File: config.mk
export PLATFORM = sky130hd
export DESIGN_NAME = arb_vrp_rr
export DESIGN_NICKNAME = d
export VERILOG_FILES = /design/src/rtl/arb_pkg.sv /design/src/rtl/arb_rr_sel.sv /design/src/rtl/cmn_real_mux_onehot.sv /design/src/rtl/arb_vrp_rr.sv
export SDC_FILE = /design/constraint.sdc
export NUM_CORES = 1
export LEC_CHECK = 0
export ABC_CLOCK_PERIOD_IN_PS = 3910
export BUFFER_PORTS_ARGS = -buffer_cell sky130_fd_sc_hd__buf_2
export CAP_MARGIN = 15
export CORE_UTILIZATION = 25
export DETAILED_ROUTE_END_ITERATION = 6
export GPL_TIMING_DRIVEN = 0
export SLEW_MARGIN = 20
export SYNTH_ARGS = -nofsm -noshare
export SYNTH_HDL_FRONTEND = slang
export SYNTH_SLANG_ARGS = --single-unit
export TNS_END_PERCENT = 5
File: constraint.sdc
create_clock -name clk -period 3.91 [get_ports clk]
set_input_delay 0.1955 -clock clk [delete_from_list [all_inputs] [get_ports clk]]
set_output_delay 0.1955 -clock clk [all_outputs]
set_load 0.05 [all_outputs]
File: src/rtl/arb_pkg.sv
// Shared types and the wrap-around priority finder for the valid/ready arbiter family.
package arb_pkg;

  typedef enum logic {ARB_FP = 1'b0, ARB_RR = 1'b1} arb_mode_e;
  typedef enum logic {HSK_PASS = 1'b0, HSK_REG = 1'b1} hsk_mode_e;

  localparam int unsigned ARB_MAX_W = 32;
  localparam int unsigned ARB_IDX_W = 5;

  // Index of the first set bit of vec at or after start, wrapping at width; -1 when empty.
  function automatic int first_set_from(input logic [ARB_MAX_W-1:0] vec,
                                        input int unsigned          width,
                                        input int unsigned          start);
    int                   found;
    int unsigned          idx;
    logic [ARB_IDX_W-1:0] bit_sel;
    found = -1;
    for (int unsigned k = 0; k < ARB_MAX_W; k++) begin
      idx = start + k;
      if (idx >= width) idx = idx - width;
      bit_sel = ARB_IDX_W'(idx);
      if (k < width && found < 0 && vec[bit_sel]) found = int'(idx);
    end
    return found;
  endfunction

endpackage

File: src/rtl/arb_rr_sel.sv
// Combinational selector: request vector plus round-robin pointer to a one-hot grant.
module arb_rr_sel
  import arb_pkg::*;
#(
  parameter int  MODE  = 1,
  parameter int  WIDTH = 4,
  localparam int PTR_W = $clog2(WIDTH)
) (
  input  logic [WIDTH-1:0] req,
  input  logic [PTR_W-1:0] rr_ptr,
  output logic [WIDTH-1:0] grant
);

  logic [ARB_MAX_W-1:0] req_ext;
  int unsigned          start;
  int                   win;

  always_comb begin
    // NOTE: every output gets a default before any conditional write, so no latch is inferred.
    req_ext            = '0;
    grant              = '0;
    req_ext[WIDTH-1:0] = req;
    start              = (MODE == int'(ARB_RR)) ? 32'(rr_ptr) : 32'd0;
    win                = first_set_from(req_ext, WIDTH, start);
    if (win >= 0) grant = WIDTH'(1'b1) << win;
  end

endmodule

File: src/rtl/cmn_real_mux_onehot.sv
// AND-OR multiplexer driven by a one-hot (or all-zero) select; zero select yields zero.
module cmn_real_mux_onehot #(
  parameter int N  = 4,
  parameter int DW = 32
) (
  input  logic [N-1:0]  sel,
  input  logic [DW-1:0] din [N],
  output logic [DW-1:0] dout
);

  always_comb begin
    dout = '0;
    for (int i = 0; i < N; i++) dout = dout | (din[i] & {DW{sel[i]}});
  end

endmodule

File: src/rtl/arb_vrp_rr.sv
// N:1 valid/ready arbiter with packet lock, fixed-priority or round-robin selection,
// and either a pass-through or a one-entry registered output.
module arb_vrp_rr
  import arb_pkg::*;
#(
  parameter int               MODE      = 1,
  parameter int               HSK_MODE  = 1,
  parameter int               WIDTH     = 4,
  parameter logic [WIDTH-1:0] PRIORITY  = {WIDTH{1'b1}},
  parameter int               PLD_WIDTH = 32
) (
  input  logic                 clk,
  input  logic                 rst_n,
  input  logic [WIDTH-1:0]     v_vld_s,
  output logic [WIDTH-1:0]     v_rdy_s,
  input  logic [PLD_WIDTH-1:0] v_pld_s [WIDTH],
  input  logic [WIDTH-1:0]     v_last_s,
  output logic                 vld_m,
  input  logic                 rdy_m,
  output logic [PLD_WIDTH-1:0] pld_m,
  output logic                 last_m,
  output logic [WIDTH-1:0]     grant_m
);

  localparam int PTR_W  = $clog2(WIDTH);
  localparam int BEAT_W = PLD_WIDTH + 1;
  localparam bit REG_SLOT = (HSK_MODE == int'(HSK_REG));

  logic [WIDTH-1:0]  req, sel_grant, grant, lock_vec;
  logic              lock, acc, granted_last, stall_set;
  logic [PTR_W-1:0]  rr_ptr, granted_idx, next_ptr;
  logic [BEAT_W-1:0] beat_in [WIDTH];
  logic [BEAT_W-1:0] beat_sel;

  assign req = v_vld_s & PRIORITY;

  arb_rr_sel #(.MODE(MODE), .WIDTH(WIDTH)) u_sel (
    .req    (req),
    .rr_ptr (rr_ptr),
    .grant  (sel_grant)
  );

  // While a packet or a stalled beat owns the output, the choice is frozen.
  assign grant = lock ? lock_vec : sel_grant;

  always_comb begin
    for (int i = 0; i < WIDTH; i++) beat_in[i] = {v_last_s[i], v_pld_s[i]};
  end

  cmn_real_mux_onehot #(.N(WIDTH), .DW(BEAT_W)) u_mux (
    .sel  (grant),
    .din  (beat_in),
    .dout (beat_sel)
  );

  assign granted_last = beat_sel[PLD_WIDTH];
  assign acc          = |(v_vld_s & v_rdy_s);

  always_comb begin
    granted_idx = '0;
    for (int i = 0; i < WIDTH; i++) if (grant[i]) granted_idx = PTR_W'(i);
    next_ptr = (granted_idx == PTR_W'(WIDTH - 1)) ? '0 : granted_idx + PTR_W'(1);
  end

  generate
    if (REG_SLOT) begin : g_reg
      logic                 out_vld, out_last, slot_free;
      logic [PLD_WIDTH-1:0] out_pld;
      logic [WIDTH-1:0]     out_grant;

      assign slot_free = !out_vld || rdy_m;
      assign v_rdy_s   = grant & {WIDTH{slot_free}};
      assign stall_set = 1'b0;

      always_ff @(posedge clk) begin
        if (!rst_n) begin
          out_vld   <= 1'b0;
          out_pld   <= '0;
          out_last  <= 1'b0;
          out_grant <= '0;
        end else if (acc) begin
          out_vld   <= 1'b1;
          out_pld   <= beat_sel[PLD_WIDTH-1:0];
          out_last  <= granted_last;
          out_grant <= grant;
        end else if (rdy_m) begin
          out_vld   <= 1'b0;
        end
      end

      assign vld_m   = out_vld;
      assign pld_m   = out_pld;
      assign last_m  = out_last;
      assign grant_m = out_grant & {WIDTH{out_vld}};
    end else begin : g_pass
      assign v_rdy_s   = grant & {WIDTH{rdy_m}};
      assign vld_m     = |(grant & v_vld_s);
      assign pld_m     = beat_sel[PLD_WIDTH-1:0];
      assign last_m    = granted_last;
      assign grant_m   = grant & v_vld_s;
      assign stall_set = vld_m && !rdy_m && !lock;
    end
  endgenerate

  // NOTE: rst_n is sampled on the clock edge; non-blocking assignments keep every flop
  // reading pre-edge values regardless of block ordering.
  always_ff @(posedge clk) begin
    if (!rst_n) begin
      lock     <= 1'b0;
      lock_vec <= '0;
      rr_ptr   <= '0;
    end else if (acc) begin
      if (granted_last) begin
        lock   <= 1'b0;
        rr_ptr <= next_ptr;
      end else begin
        lock     <= 1'b1;
        lock_vec <= grant;
      end
    end else if (stall_set) begin
      lock     <= 1'b1;
      lock_vec <= grant;
    end
  end

  // A locked source must keep valid until its last beat; outputs stay one-hot and stable.
  a_rdy_onehot: assert property (@(posedge clk) disable iff (!rst_n) $onehot0(v_rdy_s));
  a_gnt_onehot: assert property (@(posedge clk) disable iff (!rst_n) $onehot0(grant_m));
  a_lock_vld:   assert property (@(posedge clk) disable iff (!rst_n) lock |-> |(v_vld_s & lock_vec));
  a_pld_stable: assert property (@(posedge clk) disable iff (!rst_n)
                                 (vld_m && !rdy_m) |=> $stable(pld_m));

endmodule
==> metrics, run 1 <==
nets 636; #FFs+latches synth 45; number of enable flip-flop cells after synthesis 0; GR Util met3 0.0445; WL final 10.3 mm; Post-synth ARST share 0; Cell Area, Synth 2630 um2; GRT Overall Usage 0.187; largest net degree at the start of global routing 14; H-tree depth 2; skew final approximately 6.0 ps; Synth cell types 50; DR iter-0 viols 351; number of top-level pins 181; Initial Util 0.256; Initial DRT Pass Iterations 7; Util after Layout 0.375; syn avg cell area ~8.5 um2; GRT met1 Usage 0.223; CP max stage cell dfxtp_4; total chip power between 4 and 5 mW; CTS tree done; met2 GRT Util 0.338; Final Cycle Share 0.942; gpl congestion 0.774; Final Hold Viols 0; Num CTS Buffers 5; CP peak stage delay 390 ps; Hold WC Path Type input port to flop; via count 3,327; Seq/Total Area, Yosys 0.343; outcome finished, violations left; Num Clock Sinks 45; Max Cap Viol 0; register area around 900 um2; Mapped Cells 309; die span in y around 100 um; Least-Margin Pin Slew 548 ps; worst path cell trace buf_6, inv_1, ha_1, buf_6, mux2_1, a2111oi_4, o221ai_1, a22oi_2, nor2_2, a22o_4, buf_2, and2_1, buf_2; Required @ worst endpoint 3710 ps; Finished Cell Area between 3000 and 4000 um2; peak supply drop 0.279 mV; number of global-route vias before repair 3,273; Clock Tree Buf Depth 2; RSZ-0062 raised after global routing false; GRT Max-Usage Layer met2; CP endpoint kind primary output; Pleak between 1.5 and 2 nW; Final setup viols 0; Routed wire per std cell 16.4 um; Crit Path Max Fanout 10; Clock transition at path regs 90 ps; path type of the worst setup path flop to primary output; failing checks design-rule violations; crit start category flop; row count 37; die width between 100 and 150 um; Slew Viols, Final 0; grt ovf 0; DP HPWL 7.89 mm; clk_lat worst skew ~290 ps; n_diodes 0; relative slew slack 0.634; YS warnings 0; clock root cell clkbuf_8; total die area approximately 11,000 um2; first-pass GRT wire length 16.4 mm; fraction of layout cells with a size suffix above 1 0.443; synth top area cells dfxtp_1 34%, a222oi_1 13%, a31oi_1 7.9%, nand2_1 6.6%, o21ai_0 6.5%; via/cell ratio 5.28; fin crit period about 3700 ps; multi-input combinational cell area around 1600 um2; fill count about 1,100; share of the synthesized area in the top cell type 0.343; largest area contributor in the netlist dfxtp_1; Syn Nets between 400 and 500; area growth from synthesis to layout 46.6%; DRC violations left 8; Cell Pwr Density approximately 1100 nW/um2; Main synth FF type dfxtp_1; initial antenna violation count 0; core area ~10,000 um2; Placed Area between 3000 and 4000 um2; highest clock rate 0.271 GHz; WP data arrival about 3500 ps; PortBufs ~180; Post-DRT Antenna Nets 0
-- report_power, final --
group	total (mW)	internal, mW	switching, mW
Clock	0.352	0.186	0.165
Sequential	0.750	0.651	0.0986
Combinational	3.01	1.00	2.01
-- cells by family (layout without fill, tap and decap cells) --
kind of cell | Yosys count | in the layout | share of synthesized area
compound gates | 131 | 131 | 0.375
fa+ha+maj | 3 | 3 | 0.0143
buf+inv | 34 | 219 | 0.0605
flops | 45 | 45 | 0.343
mux | 15 | 15 | 0.0633
simple gates | 81 | 81 | 0.144
-- synth_stat cells (2+ instances only) --
| library cell | n |
|---|---|
| nand2_1 | 46 |
| dfxtp_1 | 45 |
| a222oi_1 | 34 |
| o21ai_0 | 34 |
| a31oi_1 | 33 |
| clkbuf_1 | 21 |
| mux2i_1 | 11 |
| nor2_1 | 8 |
| a21oi_1 | 6 |
| and2_1 | 5 |
| nor2b_1 | 5 |
| buf_2 | 4 |
| inv_1 | 4 |
| nand2b_1 | 4 |
| a22o_1 | 3 |
| buf_6 | 3 |
| ha_1 | 3 |
| or2_2 | 3 |
| a311oi_1 | 2 |
| a41o_1 | 2 |
| mux2_1 | 2 |
| nor3_1 | 2 |
| o221ai_1 | 2 |
-- placed cells by master, fill, tap and decap left out, types with 3 or more instances in the layout --
master / Yosys / layout
a21oi_1: 6 / 6
a222oi_1: 34 / 34
a31oi_1: 33 / 33
and2_1: 5 / 5
buf_2: 4 / 183
buf_6: 3 / 4
clkbuf_1: 21 / 12
clkbuf_2: 0 / 7
clkbuf_8: 0 / 5
dfxtp_1: 45 / 44
ha_1: 3 / 3
inv_1: 4 / 4
mux2i_1: 11 / 11
nand2_1: 46 / 46
nand2b_1: 4 / 4
nor2_1: 8 / 6
nor2b_1: 5 / 5
o21ai_0: 34 / 34
or2_2: 3 / 3
-- what timing repair did --
item | 4_1_cts | 5_1_grt
resized for setup | 7 | 18
hold buffers | 0 | 0
setup endpoints to repair | 39 | 40
buffers inserted | 0 | 0
pin swaps | 1 | 3
-- per-stage QoR --
step           hold WS, ps  TNS [ps]  setup WS (ps)  instances
2_1_floorplan          348         0            302        309
3_3_place_gp           452     -3290           -339        624
3_5_place_dp           460     -5620           -378        624
4_1_cts                133         0           7.91        630
5_1_grt                141         0           1.10        630
6_report               146         0            225        630
-- worst paths after layout --
| path | from | to | slack (ps) | cells after the start |
|---|---|---|---|---|
| setup reg to reg | rr_ptr[0]$_SDFFE_PN0P_ | rr_ptr[0]$_SDFFE_PN0P_ | 290 | 14 |
| hold / removal | v_pld_s[17] | pld_m[17]$_SDFFE_PN0P_ | 150 | 3 |
| hold reg to reg | lock_vec[3]$_SDFFE_PN0P_ | lock_vec[3]$_SDFFE_PN0P_ | 490 | 2 |
| setup / recovery | rr_ptr[0]$_SDFFE_PN0P_ | v_rdy_s[0] | 230 | 13 |
-- registers in the layout, summed over array words and instances, names as in the netlist --
name / cells
g_reg.out_grant: 4
rr_ptr: 2
vld_m: 1
lock_vec: 4
lock: 1
last_m: 1
pld_m: 32
-- critical path: cells and delay by family, from the launching register on --
| family | cells | cell delay [ps] |
|---|---|---|
| buffers and inverters | 5 | 800 |
| adder cells (fa/ha/maj) | 1 | 310 |
| multiplexers | 1 | 370 |
| AND/OR/NAND/NOR | 2 | 300 |
| AO/OA/AOI/OAI | 4 | 1030 |
| flip-flops | 1 | 390 |
-- cell type report --
class / count / share of cell area
clock buffers: 5 / 0.0179
clock inverters: 2 / 0.00910
flip-flops and latches: 45 / 0.235
multi-input cells: 230 / 0.417
inverters: 4 / 0.00390
well taps: 136 / 0.0442
repair buffers: 179 / 0.233
plain buffers: 29 / 0.0406
-- per-layer routing --
metal	share of wire	up-vias
li1	-	1599
met5	0	-
met4	0.0053	0
met2	0.50	143
met1	0.43	1581
met3	0.069	4
(Power assumes the default switching activity.)
==> run 2: changes to the inputs <==
==> constraint.sdc (replaced) <==
create_clock -name clk -period 3.91 [get_ports clk]
set_input_delay 0.391 -clock clk [delete_from_list [all_inputs] [get_ports clk]]
set_output_delay 0.391 -clock clk [all_outputs]
set_load 0.05 [all_outputs]
==> run 2 against run 1 <==
The flow still finishes with violations (design-rule violations). Count of clock-buffer cells in the layout did not move. Clock power about the same. Setup slack worse by 49 ps. Critical path depth is the same. Core utilization grew 0.40 points. Sequential share of layout area shrank 0.25 points. Combinational power grew 2%. Sequential power about the same. Total power up 1.6%. Global-route usage grew 0.053 points. Flip-flop and latch count unchanged. Routed wire length is 0.93% higher. Critical path type unchanged.
==> metrics, run 2 (synthesized netlist as in run 1, its figures left out) <==
outcome finished, violations left; failing checks design-rule violations; final hold slack 340 ps; CP max stage cell dfxtp_4; Routed wire per std cell approximately 16 um; Slew Viols, Final 0; CP dominant cell by count buf_6; largest net degree at the start of global routing 14; max reg flops 32; Final Cycle Share 0.955; gpl congestion ~0.77; highest clock rate 0.268 GHz; Cell Pwr Density roughly 1100 nW/um2; Clock transition at path regs 90 ps; worst path cell trace buf_6, inv_1, ha_1, buf_6, mux2_2, a2111oi_4, o221ai_2, a22oi_2, nor2_4, a22o_4, buf_4, and2_1, clkbuf_4; Final setup viols 0; CP endpoint kind primary output; Required @ worst endpoint 3520 ps; path type of the worst setup path flop to primary output; Placed Area 3690 um2; Least-Margin Pin Slew 562 ps; number of top-level pins between 150 and 200; most frequent cells in the layout 181 x buf_2, 46 x nand2_1, 44 x dfxtp_1, 34 x o21ai_0, 34 x a222oi_1; PortBufs 179; total die area approximately 11,000 um2; clock root cell clkbuf_8; Post-DRT Antenna Nets 0; Initial DRT Pass Iterations 7; most common cell after layout, fill and taps aside buf_2; Pleak about 1.8 nW; via count between 3,000 and 4,000; fraction of layout cells with a size suffix above 1 0.444; crit start category flop; die width between 100 and 150 um; Finished Cell Area between 3000 and 4000 um2; pre-CTS setup slack -573 ps; initial antenna violation count 0; nets 640; Final Hold Viols 0; fin crit period ~3700 ps; area growth from synthesis to layout 48.1%; Max Cap Viol 0; DP HPWL around 7.9 mm; Crit Path Max Fanout 10; Num CTS Buffers 5; WP data arrival ~3300 ps; clk_lat worst skew about 290 ps; CP peak stage delay 400 ps; WL final 10.4 mm; grt ovf 0; Num Clock Sinks between 40 and 50; DRC violations left 2; relative slew slack 0.625; delay-heaviest family, CP compound AO/OA/AOI/OAI gates; Hold WC Path Type input port to flop; first-pass GRT wire length 16.5 mm; Initial Util 0.256; Clock Tree Buf Depth 2; number of global-route vias before repair about 3,300; n_diodes 0; peak supply drop 0.281 mV; DR iter-0 viols 397; die span in y about 100 um; via/cell ratio ~5.3; CTS tree done; row count 37; skew final roughly 3.3 ps; setup ws final approximately 180 ps; GRT Overall Usage 0.187; H-tree depth 2; Util after Layout 0.379; WP buf/inv 5; core area 10,300 um2
## run 2: final timing paths
path | slack, ps | cells past startpoint | start | endpoint
worst min register to register | 490 | 2 | lock_vec[3]$_SDFFE_PN0P_ | lock_vec[3]$_SDFFE_PN0P_
worst min-delay path | 340 | 3 | v_pld_s[17] | pld_m[17]$_SDFFE_PN0P_
worst max-delay path | 180 | 13 | rr_ptr[0]$_SDFFE_PN0P_ | v_rdy_s[0]
worst max register to register | 280 | 13 | rr_ptr[0]$_SDFFE_PN0P_ | pld_m[7]$_SDFFE_PN0P_
## run 2: what timing repair did
action | in CTS | in global routing
pin swaps | 2 | 4
hold endpoints to repair | 0 | 0
hold buffers | 0 | 0
endpoints found under the setup margin | 40 | 39
gates resized for setup | 10 | 13
setup buffers | 0 | 4
## run 2: cell type report
class                   count  area, um2
plain buffers              29        154
clock buffers               5       68.8
clock inverters             2       35.0
fillers                  1132       6380
inverters                   4       15.0
multi-input cells         230       1620
flip-flops and latches     45        905
well taps                 136        170
repair buffers            183        928
## run 2: routing by layer
metal | GRT usage | vias to the layer above | routed length [um]
met5 | 0 | - | 0
met4 | 0.0388 | 0 | 76
met3 | 0.0445 | 6 | 783
met2 | 0.339 | 143 | 5190
met1 | 0.222 | 1607 | 4370
li1 | - | 1604 | -
## run 2: metrics by stage
stage          power, mW  setup TNS [ps]  std cells
2_1_floorplan       2.92               0        309
3_3_place_gp        3.67           -3480        624
3_5_place_dp        3.71           -5820        624
4_1_cts             4.11               0        630
5_1_grt             4.49           -25.9        634
6_report            4.18               0        634
## run 2: where the power goes
part | total (mW) | internal [mW] | switching [mW]
sequential | 0.750 | 0.651 | 0.0988
combinational | 3.07 | 1.05 | 2.02
clock | 0.355 | 0.186 | 0.169
## run 2: worst register-to-register path, cell delays in order, from the launching register on
cell and delay (ps):
dfxtp_4 400, buf_6 160, inv_1 90, ha_1 300, buf_6 130, mux2_2 370, a2111oi_4 260, or2_2 190
nor2_1 90, o21ai_1 310, nand2_1 310, clkbuf_1 330, a222oi_1 450, a31oi_1 140
==> run 3: changes to the inputs <==
Settings changed: CORE_UTILIZATION 25 to 42, PLACE_DENSITY set to 0.81.
==> run 3 against run 2 <==
The flow still finishes with violations (design-rule violations). Maximum frequency shrank 2.0%. Critical endpoint unchanged. Sequential share of layout area increased by 0.62 points. Combinational power is 3% lower. Count of clock-buffer cells in the layout rose by 1. Via count grew 0.80%. Cell area down 2.6%. Total power shrank 1.8%. Setup slack worse by 76 ps. Critical path depth unchanged. Die area is 40% lower. First-iteration DRC count decreased by 15%.
==> metrics, run 3 (synthesized netlist as in run 1, its figures left out) <==
Clock transition at path regs around 90 ps; die span in y ~81 um; Placed Area 3620 um2; most frequent cells in the layout 182 x buf_2, 46 x nand2_1, 44 x dfxtp_1, 34 x o21ai_0, 34 x a222oi_1; PortBufs 179; r2r setup slk 160 ps; Final setup viols 0; Final Cycle Share 0.974; total chip power 4.10 mW; clk_lat worst skew approximately 300 ps; most common cell after layout, fill and taps aside buf_2; Cell Pwr Density 1080 nW/um2; largest net degree at the start of global routing 15; clock root cell clkbuf_8; Required @ worst endpoint approximately 3500 ps; max reg flops 32; WP data arrival between 3000 and 4000 ps; Crit Path Max Fanout 10; die width roughly 81 um; Initial Util 0.439; Initial DRT Pass Iterations 7; relative slew slack 0.642; outcome finished, violations left; peak supply drop around 0.56 mV; grt ovf 0; fraction of layout cells with a size suffix above 1 0.434; setup_tns 0 ps; initial antenna violation count 0; GRT Overall Usage 0.287; H-tree depth 2; skew final between 10 and 15 ps; Final Hold Viols 0; DRC violations left 19; Num Clock Sinks between 40 and 50; Post-Layout Cell Count 573; number of global-route vias before repair 2,994; Routed wire per std cell 16.9 um; Max Cap Viol 0; via count roughly 3,400; number of top-level pins approximately 180; RSZ-0062 raised after global routing true; crit start category flop; WL final 9.67 mm; Clock Tree Buf Depth 2; Least-Margin Pin Slew roughly 540 ps; fin crit period 3810 ps; DP HPWL 7.40 mm; Finished Cell Area between 3000 and 4000 um2; Post-DRT Antenna Nets 0; failing checks design-rule violations; Hold WC Path Type input port to flop; area growth from synthesis to layout 44.3%; Pleak 1.77 nW; gpl congestion roughly 0.93; first-pass GRT wire length 14.6 mm; total die area about 6600 um2; CTS tree done; Num CTS Buffers 5; core area ~6000 um2; path type of the worst setup path flop to primary output; Cells after DPL about 560; DR iter-0 viols roughly 340; CP endpoint kind primary output; Slew Viols, Final 0; highest clock rate approximately 0.26 GHz; nets ~640; n_diodes 0; via/cell ratio 5.91; row count 28
## run 3: cell types whose count changed in the layout (fill, tap and decap cells not counted), sizes merged
cell | before | now
buf | 192 | 191
clkbuf | 25 | 26
## run 3: cell type report
cell class / count / area (um2)
inverters: 4 / 15.0
clock buffers: 6 / 72.6
flip-flops and latches: 45 / 905
clock inverters: 2 / 38.8
fillers: 543 / 2200
well taps: 75 / 93.8
plain buffers: 29 / 153
repair buffers: 182 / 921
multi-input cells: 230 / 1590
## run 3: final timing paths
path,from,end,depth (start not counted)
setup / recovery,rr_ptr[0]$_SDFFE_PN0P_,v_rdy_s[0],13
hold / removal,v_pld_s[10],pld_m[10]$_SDFFE_PN0P_,3
setup reg to reg,rr_ptr[0]$_SDFFE_PN0P_,pld_m[22]$_SDFFE_PN0P_,13
hold reg to reg,lock_vec[3]$_SDFFE_PN0P_,lock_vec[3]$_SDFFE_PN0P_,2
## run 3: timing repair
item | 4_1_cts | 5_1_grt
gates resized for setup | 7 | 8
hold endpoints to repair | 0 | 0
setup endpoints to repair | 32 | 37
pin swaps | 2 | 4
cloned | 0 | 0
hold buffers | 0 | 0
setup buffers | 1 | 2
## run 3: where the power goes
part / internal (mW) / switching [mW] / leakage (nW) / total [mW]
Clock: 0.192 / 0.165 / 0.0554 / 0.357
Combinational: 1.02 / 1.97 / 1.34 / 2.99
Sequential: 0.651 / 0.103 / 0.373 / 0.755
Total: 1.86 / 2.24 / 1.77 / 4.10
## run 3: critical path, stage by stage (launching register included)
cell and delay [ps]:
dfxtp_4 390, buf_6 150, inv_1 80, ha_1 310
buf_6 140, mux2_1 340, a2111oi_2 330, o221ai_1 170
a22oi_2 230, nor2_2 110, a22o_4 290, buf_2 200
and2_1 170, clkbuf_4 210
## run 3: layer usage
layer  track usage  share of wire  up-vias
met5             0              0        -
met2         0.455           0.48      175
met3        0.0472          0.063       19
li1              -              -     1604
met4         0.102          0.020        0
met1         0.391           0.43     1589
## run 3: metrics by stage
step	util	hold slack (ps)	worst slack, ps
final	0.633	334	100
after global routing	0.633	335	-43.8
after CTS	0.628	333	18.5
after detailed placement	0.604	456	-443
after global placement	0.604	450	-330
after floorplan	-	438	106
